$ cat config.mk
export PLATFORM = sky130hd
export DESIGN_NAME = linear_network_unicast_comb
export DESIGN_NICKNAME = d
export VERILOG_FILES = /design/src/rtl/linear_network_unicast_comb_pkg.sv /design/src/rtl/linear_network_unicast_comb_node.sv /design/src/rtl/linear_network_unicast_comb.sv
export SDC_FILE = /design/constraint.sdc
export NUM_CORES = 1
export LEC_CHECK = 0
export CAP_MARGIN = 20
export CORE_MARGIN = 3
export CORE_UTILIZATION = 43
export DETAILED_ROUTE_END_ITERATION = 6
export DONT_BUFFER_PORTS = 1
export GPL_ROUTABILITY_DRIVEN = 0
export PLACE_DENSITY = 0.63
export SLEW_MARGIN = 20
export SYNTH_ARGS = -nofsm -noshare
export SYNTH_HDL_FRONTEND = slang
export SYNTH_SLANG_ARGS = --single-unit
$ cat constraint.sdc
create_clock -name clk -period 2.7 [get_ports clk]
set_input_delay 0.405 -clock clk [delete_from_list [all_inputs] [get_ports clk]]
set_output_delay 0.405 -clock clk [all_outputs]
set_load 0.005 [all_outputs]
$ cat src/rtl/linear_network_unicast_comb_pkg.sv
// Shared constants and packet layout for the linear unicast network.
// Modules size their own packets from parameters; pkt_t is the default-width view.
package linear_network_unicast_comb_pkg;

    localparam int DEFAULT_DATA_WIDTH = 32;
    localparam int DEFAULT_NUM_NODE   = 4;
    localparam int DEFAULT_CMD_WIDTH  = $clog2(DEFAULT_NUM_NODE);

    typedef struct packed {
        logic                          valid;
        logic [DEFAULT_DATA_WIDTH-1:0] data;
        logic [DEFAULT_CMD_WIDTH-1:0]  dest;
    } pkt_t;

endpackage

$ cat src/rtl/linear_network_unicast_comb_node.sv
// One chain stage: registered packet, tag compare against NODE_ID, delivery/forward decode.
// A packet delivered here continues downstream as a bubble so it lands at exactly one node.
module linear_network_node #(
    parameter int DATA_WIDTH    = 32,
    parameter int COMMAND_WIDTH = 2,
    parameter int NODE_ID       = 0
) (
    input  logic                     clk,
    input  logic                     rst_n,
    input  logic                     en,
    input  logic                     in_valid,
    input  logic [DATA_WIDTH-1:0]    in_data,
    input  logic [COMMAND_WIDTH-1:0] in_dest,
    output logic                     fwd_valid,
    output logic [DATA_WIDTH-1:0]    fwd_data,
    output logic [COMMAND_WIDTH-1:0] fwd_dest,
    output logic                     dlv_valid,
    output logic [DATA_WIDTH-1:0]    dlv_data
);

    logic                     pkt_valid;
    logic [DATA_WIDTH-1:0]    pkt_data;
    logic [COMMAND_WIDTH-1:0] pkt_dest;
    logic                     hit;

    always_ff @(posedge clk or negedge rst_n) begin
        if (!rst_n) begin
            pkt_valid <= 1'b0;
            pkt_data  <= '0;
            pkt_dest  <= '0;
        end else if (en) begin
            pkt_valid <= in_valid;
            pkt_data  <= in_data;
            pkt_dest  <= in_dest;
        end
    end

    assign hit       = pkt_valid && (pkt_dest == COMMAND_WIDTH'(NODE_ID));
    assign dlv_valid = en && hit;
    assign dlv_data  = dlv_valid ? pkt_data : '0;
    assign fwd_valid = pkt_valid && !hit;
    assign fwd_data  = pkt_data;
    assign fwd_dest  = pkt_dest;

endmodule

$ cat src/rtl/linear_network_unicast_comb.sv
// Linear chain of NUM_NODE stages; a packet tagged k is delivered k enabled edges after injection.
// Packets whose tag matches no node fall off the end of the chain.
module linear_network_unicast_comb
    import linear_network_unicast_comb_pkg::*;
#(
    parameter int DATA_WIDTH    = DEFAULT_DATA_WIDTH,
    parameter int NUM_NODE      = DEFAULT_NUM_NODE,
    parameter int COMMAND_WIDTH = $clog2(NUM_NODE)
) (
    input  logic                           clk,
    input  logic                           rst_n,
    input  logic                           i_valid,
    input  logic [DATA_WIDTH-1:0]          i_data_bus,
    input  logic                           i_en,
    input  logic [COMMAND_WIDTH-1:0]       i_cmd,
    output logic [NUM_NODE-1:0]            o_valid,
    output logic [NUM_NODE*DATA_WIDTH-1:0] o_data_bus
);

    // Element k feeds stage k; element NUM_NODE is what drops off the tail.
    logic                     chain_valid [NUM_NODE+1];
    logic [DATA_WIDTH-1:0]    chain_data  [NUM_NODE+1];
    logic [COMMAND_WIDTH-1:0] chain_dest  [NUM_NODE+1];
    logic                     tail_unused;

    assign chain_valid[0] = i_valid;
    assign chain_data[0]  = i_data_bus;
    assign chain_dest[0]  = i_cmd;

    genvar k;
    generate
        for (k = 0; k < NUM_NODE; k++) begin : g_node
            linear_network_node #(
                .DATA_WIDTH    (DATA_WIDTH),
                .COMMAND_WIDTH (COMMAND_WIDTH),
                .NODE_ID       (k)
            ) u_node (
                .clk       (clk),
                .rst_n     (rst_n),
                .en        (i_en),
                .in_valid  (chain_valid[k]),
                .in_data   (chain_data[k]),
                .in_dest   (chain_dest[k]),
                .fwd_valid (chain_valid[k+1]),
                .fwd_data  (chain_data[k+1]),
                .fwd_dest  (chain_dest[k+1]),
                .dlv_valid (o_valid[k]),
                .dlv_data  (o_data_bus[k*DATA_WIDTH +: DATA_WIDTH])
            );
        end
    endgenerate

    assign tail_unused = ^{chain_valid[NUM_NODE], chain_data[NUM_NODE], chain_dest[NUM_NODE]};

endmodule

==> summary.txt, run 1 <==
Outcome
  – Status: finished, violations left
  – Failing checks: negative hold slack

Global route
  – First-pass GRT wire length: 20.07 mm
  – Largest net degree at the start of global routing: 148
  – Total gr overflow: 0
  – Vias in the first global route: 3533
  – Total track usage: 0.1581
  – Antenna violations before repair: 0

Timing
  – Final worst path period share: 0.8517
  – Least-Margin Pin Slew: 720.9 ps
  – TNS Setup: 0 ps
  – Slew margin rel.: 0.5194
  – Fin. Hold Viols: 140
  – Final WS setup: 400.4 ps
  – Pins Over Slew Limit: 0
  – Hold WS: -313.3 ps
  – Clock skew: 7.108 ps
  – Achievable Freq: 434.9 MHz
  – Final Setup Violations: 0
  – Clock period minus worst slack: 2300 ps
  – Unrepaired setup endpoints after global routing: no

Final layout
  – Fin util: 0.4872
  – Fraction of layout cells with a size suffix above 1: 0.3772
  – Ant. Diodes: 0
  – Layout Cells excl Fill: 640
  – Area grow syn2layout: 10.78%
  – Most common cell after layout, fill and taps aside: dfrtp_1
  – Layout Nets: 481
  – Commonest non-fill, non-tap cells in the layout: dfrtp_1, and2_1, mux2_2

Min path
  – Worst hold path type: in -> async

Setup path
  – CP max stage cell: and4bb_2
  – Worst path bufs/invs: 0
  – CP required: 2300 ps
  – Cell family with most CP delay: simple AND/OR/NAND/NOR gates
  – R2R setup slack: 1890 ps
  – Max stage delay on crit path: 800 ps
  – Worst setup EP type: output pin
  – Worst path cell trace: and4bb_2 > and2_1
  – Critical Path AT: 1890 ps
  – Worst Setup Path Type: reg -> out
  – CP Launch Type: flop
  – CP Max Fanout: 33

Yosys
  – Leading area contributor after synthesis: dfrtp_1
  – Yosys warnings: 0
  – Cells after Synth: 452
  – Synthesized flop and latch total: 140
  – Top cell type's share of synthesized area: 0.5460
  – Post-Syn Area per Cell: 14.20 µm²
  – Synth area leaders: dfrtp_1, mux2_4, mux2_2
  – Area of the mapped netlist: 6416 µm²
  – Sequential share of the synthesized area: 0.5460
  – Synth Net Count: 490
  – Distinct cell type count after synthesis: 18

Route
  – Routed wire length: 12.59 mm
  – ANT nets after route: 0
  – Detailed-route DRC error count: 0
  – Wirelength per Cell: 19.67 µm
  – DRT Pass-1 Iters: 5
  – Vias: 3342
  – Drt initial violations: 139
  – Via density: 5.222

Floorplanning
  – Die area: 16420 µm²
  – FP Rows: 44
  – Core area: 14590 µm²
  – Die Height: 128.2 µm
  – # IOs: 170
  – Die X-Extent: 128.2 µm
  – Initial core utilization: 0.4398

Power
  – Peak VDD IR: 488.6 µV
  – P_leak: 0.003227 µW
  – Pwr/cell area: 815.9 nW/µm²

Clock tree
  – Clk sink count: 140
  – CTS HTree Levels: 4
  – CTS tree: built
  – Clk buf depth: 2
  – Clock Pin Slew Worst Setup and Hold Paths: 50 ps
  – Clk_lat worst skew: 420 ps
  – Cts repair resizes: 0
  – Clock buffer count from CTS: 17
  – Root buffer cell: clkbuf_16
  – Post-CTS Setup Inserts: 0

Place
  – Post-DP HPWL: 8.032 mm
  – PortBufs: 0
  – Post-Place Cells: 608
  – DP Worst Slack: 818.6 ps

Flow run
  – Max Cap Violations: 0
-- stage by stage --
stage | hold slack, ps | cell area, µm² | total power (µW)
floorplan | 109.4 | 6416 | 3195
global placement | 113.1 | 6457 | 3260
detailed placement | 113.6 | 6457 | 3295
CTS | -335.2 | 7108 | 5864
global route | -336.6 | 7108 | 6060
finish | -313.3 | 7108 | 5799
-- report_power, final --
part           internal, µW  total [µW]  switching [µW]  leakage (µW)
Combinational           405         544             139       0.00126
Clock                  1690        2550             864      0.000317
Sequential             2460        2710             242       0.00165
Total                  4550        5800            1240       0.00323
-- final timing paths --
check,endpoint,cells after the start,start
min in group clk,g_node[0].u_node.fwd_data[30]$_DFFE_PN0P_,1,i_data_bus[30]
worst max register to register,g_node[1].u_node.fwd_data[27]$_DFFE_PN0P_,1,g_node[0].u_node.fwd_data[27]$_DFFE_PN0P_
max in group asynchronous,g_node[0].u_node.fwd_dest[0]$_DFFE_PN0P_,0,rst_n
worst min register to register,g_node[3].u_node.fwd_data[13]$_DFFE_PN0P_,1,g_node[3].u_node.fwd_data[13]$_DFFE_PN0P_
worst min-delay path,g_node[3].u_node.fwd_data[25]$_DFFE_PN0P_,0,rst_n
worst max-delay path,o_data_bus[17],2,g_node[0].u_node.fwd_dest[0]$_DFFE_PN0P_
-- flip-flops by register name, indices dropped and copies added (netlist names) --
signal / flops
g_node.u_node.fwd_data: 128
g_node.u_node.fwd_dest: 8
g_node.u_node.pkt_valid: 4
-- cells by family after synthesis --
logic type | Yosys count | synth area share
multiplexers | 137 | 0.2779
flip-flops | 140 | 0.5460
buffers and inverters | 35 | 0.03783
AND/OR/NAND/NOR | 136 | 0.1344
AO/OA/AOI/OAI | 4 | 0.003900
-- Yosys cell counts --
cell type,instances
o22ai_1,2
and4bb_2,1
nand2_1,2
dfrtp_1,140
nor2b_1,2
buf_4,7
inv_1,3
and4b_1,2
buf_2,12
mux2_4,64
clkbuf_2,2
buf_6,9
and4_1,1
and2_1,128
o211ai_1,1
mux2_2,73
o21ai_0,1
clkbuf_1,2
-- layout make-up --
| cell class | instances | area [µm²] |
|---|---|---|
| inverters | 3 | 11.26 |
| clock inverters | 11 | 190.2 |
| multi-input cells | 277 | 2670 |
| repair buffers | 4 | 42.54 |
| flip-flops and latches | 140 | 3503 |
| fillers | 1245 | 7481 |
| clock buffers | 21 | 460.4 |
| well taps | 184 | 230.2 |
-- per-layer routing --
metal | vias up | part of all wire | routed length, µm | global-route usage
li1 | 1496 | - | - | -
met1 | 1716 | 0.45 | 5618 | 0.2165
met2 | 120 | 0.46 | 5832 | 0.2326
met3 | 10 | 0.079 | 996 | 0.06083
met4 | 0 | 0.011 | 142 | 0.04994
met5 | - | 0 | 0 | 0
No activity file was read; power rests on OpenSTA's default activity.
==> run 2, diff against run 1 <==
==> constraint.sdc (replaced) <==
create_clock -name clk -period 2.82 [get_ports clk]
set_input_delay 0.423 -clock clk [delete_from_list [all_inputs] [get_ports clk]]
set_output_delay 0.423 -clock clk [all_outputs]
set_load 0.005 [all_outputs]
==> run 2 against run 1 <==
Compared with the run above: the run still ends with negative hold slack left; largest cell class unchanged; cell area is 0.25% higher; critical path depth increased by 1; clock skew shrank 4.3 ps.
==> summary.txt, run 2 (synthesis gave the netlist of run 1 again) <==
Global route
  – Antenna violations before repair: 0
  – Total track usage: 0.1620
  – Vias in the first global route: 3630
  – Largest net degree at the start of global routing: 148
  – Total gr overflow: 0
  – First-pass GRT wire length: 20.31 mm

Power
  – Pwr/cell area: 785.5 nW/µm²
  – Peak VDD IR: 426.0 µV
  – Psw: 1193 µW
  – Pint: 4405 µW
  – P_leak: 0.003231 µW
  – Clock Power Share: 0.444
  – Sequential Power Share: 0.463
  – Sw frac: 0.2131
  – Comb pwr share: 0.093

Floorplanning
  – Core area: 14590 µm²
  – # IOs: 170
  – Die area: 16420 µm²
  – Die X-Extent: 128.2 µm
  – Initial core utilization: 0.4398
  – Die Height: 128.2 µm
  – FP Rows: 44

Timing
  – Final worst path period share: 0.8218
  – Pins Over Slew Limit: 0
  – Achievable Freq: 431.5 MHz
  – Clock period minus worst slack: 2317 ps
  – Unrepaired setup endpoints after global routing: no
  – Hold WS: -300.6 ps
  – TNS Setup: 0 ps
  – Fin. Hold Viols: 140
  – Final WS setup: 502.6 ps
  – Final Setup Violations: 0
  – Least-Margin Pin Slew: 692.7 ps
  – Slew margin rel.: 0.5382
  – Clock skew: 2.855 ps

Clock tree
  – Clock Pin Slew Worst Setup and Hold Paths: 60 ps
  – Cts repair resizes: 0
  – Post-CTS Setup Inserts: 0
  – CTS tree: built
  – Clk sink count: 140
  – Root buffer cell: clkbuf_16
  – Clk buf depth: 2
  – Clk_lat worst skew: 420 ps
  – CTS HTree Levels: 4
  – Clock buffer count from CTS: 17

Setup path
  – CP required: 2400 ps
  – CP max stage cell: and4b_1
  – CP Launch Type: flop
  – Worst path bufs/invs: 1
  – Worst path cell trace: and4b_1 > buf_12 > and2_1
  – CP Max Fanout: 21
  – RR Endpoint: g_node[0].u_node.fwd_data[27]$_DFFE_PN0P_
  – R2R setup slack: 2000 ps
  – Worst Setup Path Type: reg -> out
  – Worst reg2reg path depth: 1
  – Max stage delay on crit path: 660 ps
  – Critical Path AT: 1890 ps
  – Worst setup EP type: output pin
  – R2r startpoint: g_node[0].u_node.fwd_data[27]$_DFFE_PN0P_
  – Cell family with most CP delay: simple AND/OR/NAND/NOR gates

Final layout
  – Fin util: 0.4884
  – Ant. Diodes: 0
  – Fraction of layout cells with a size suffix above 1: 0.3816
  – Most common cell after layout, fill and taps aside: dfrtp_1
  – Multi-input combinational cell area: 2670 µm²
  – Layout Cells excl Fill: 640
  – Storage cell area: 3503 µm²
  – Number of flip-flops in the largest register: 128
  – Fillers: 1259
  – Layout Nets: 481
  – Commonest non-fill, non-tap cells in the layout: dfrtp_1, and2_1, mux2_2
  – Area grow syn2layout: 11.06%

Flow run
  – Max Cap Violations: 0

Outcome
  – Status: finished, violations left
  – Failing checks: negative hold slack

Route
  – Drt initial violations: 190
  – DRT Pass-1 Iters: 4
  – Detailed-route DRC error count: 0
  – ANT nets after route: 0
  – Routed wire length: 12.73 mm
  – Via density: 5.223
  – Vias: 3343
  – Wirelength per Cell: 19.90 µm

Place
  – Post-Place Cells: 608
  – DP Worst Slack: 914.3 ps
  – PortBufs: 0
  – Post-DP HPWL: 8.034 mm

Min path
  – Worst hold path type: in -> async
## run 2: worst max path at each step
stage	slack, ps	end	from	depth (start not counted)
6_report	500	o_data_bus[68]	g_node[2].u_node.fwd_dest[0]$_DFFE_PN0P_	3
5_1_grt	380	o_data_bus[68]	g_node[2].u_node.fwd_dest[0]$_DFFE_PN0P_	3
4_1_cts	450	o_data_bus[68]	g_node[2].u_node.fwd_dest[0]$_DFFE_PN0P_	3
3_5_place_dp	910	o_data_bus[84]	g_node[2].u_node.fwd_dest[0]$_DFFE_PN0P_	3
3_3_place_gp	960	o_data_bus[17]	g_node[0].u_node.fwd_dest[0]$_DFFE_PN0P_	2
2_1_floorplan	1330	o_data_bus[86]	i_en	4
## run 2: routing by layer
layer  up-vias  share of wire  track usage  wire length [µm]
li1       1493              -            -                 -
met3        23          0.078      0.06708               995
met4         0          0.018      0.06679               223
met5         -              0            0                 0
met1      1709           0.44       0.2077              5649
met2       118           0.46       0.2431              5865
## run 2: power groups by stage
stage | Clock [µW] | Combinational [µW] | Sequential (µW)
4_1_cts | 2550 | 532 | 2600
6_report | 2480 | 523 | 2590
5_1_grt | 2620 | 571 | 2650
3_5_place_dp | 0 | 528 | 2630
2_1_floorplan | 0 | 532 | 2530
3_3_place_gp | 0 | 506 | 2610
## run 2: final cells by class
type                    instances  area share
clock inverters                11     0.02634
flip-flops and latches        140      0.4917
well taps                     184     0.03231
multi-input cells             277      0.3747
clock buffers                  21     0.06743
inverters                       3    0.001580
repair buffers                  4    0.005970
## run 2: per-stage QoR
stage / area (µm²) / total power, µW / hold slack [ps]
after floorplan: 6416 / 3059 / 127.4
after global placement: 6457 / 3121 / 131.3
after detailed placement: 6457 / 3154 / 130.8
after CTS: 7126 / 5674 / -329.9
after global routing: 7126 / 5842 / -329.6
final: 7126 / 5597 / -300.6
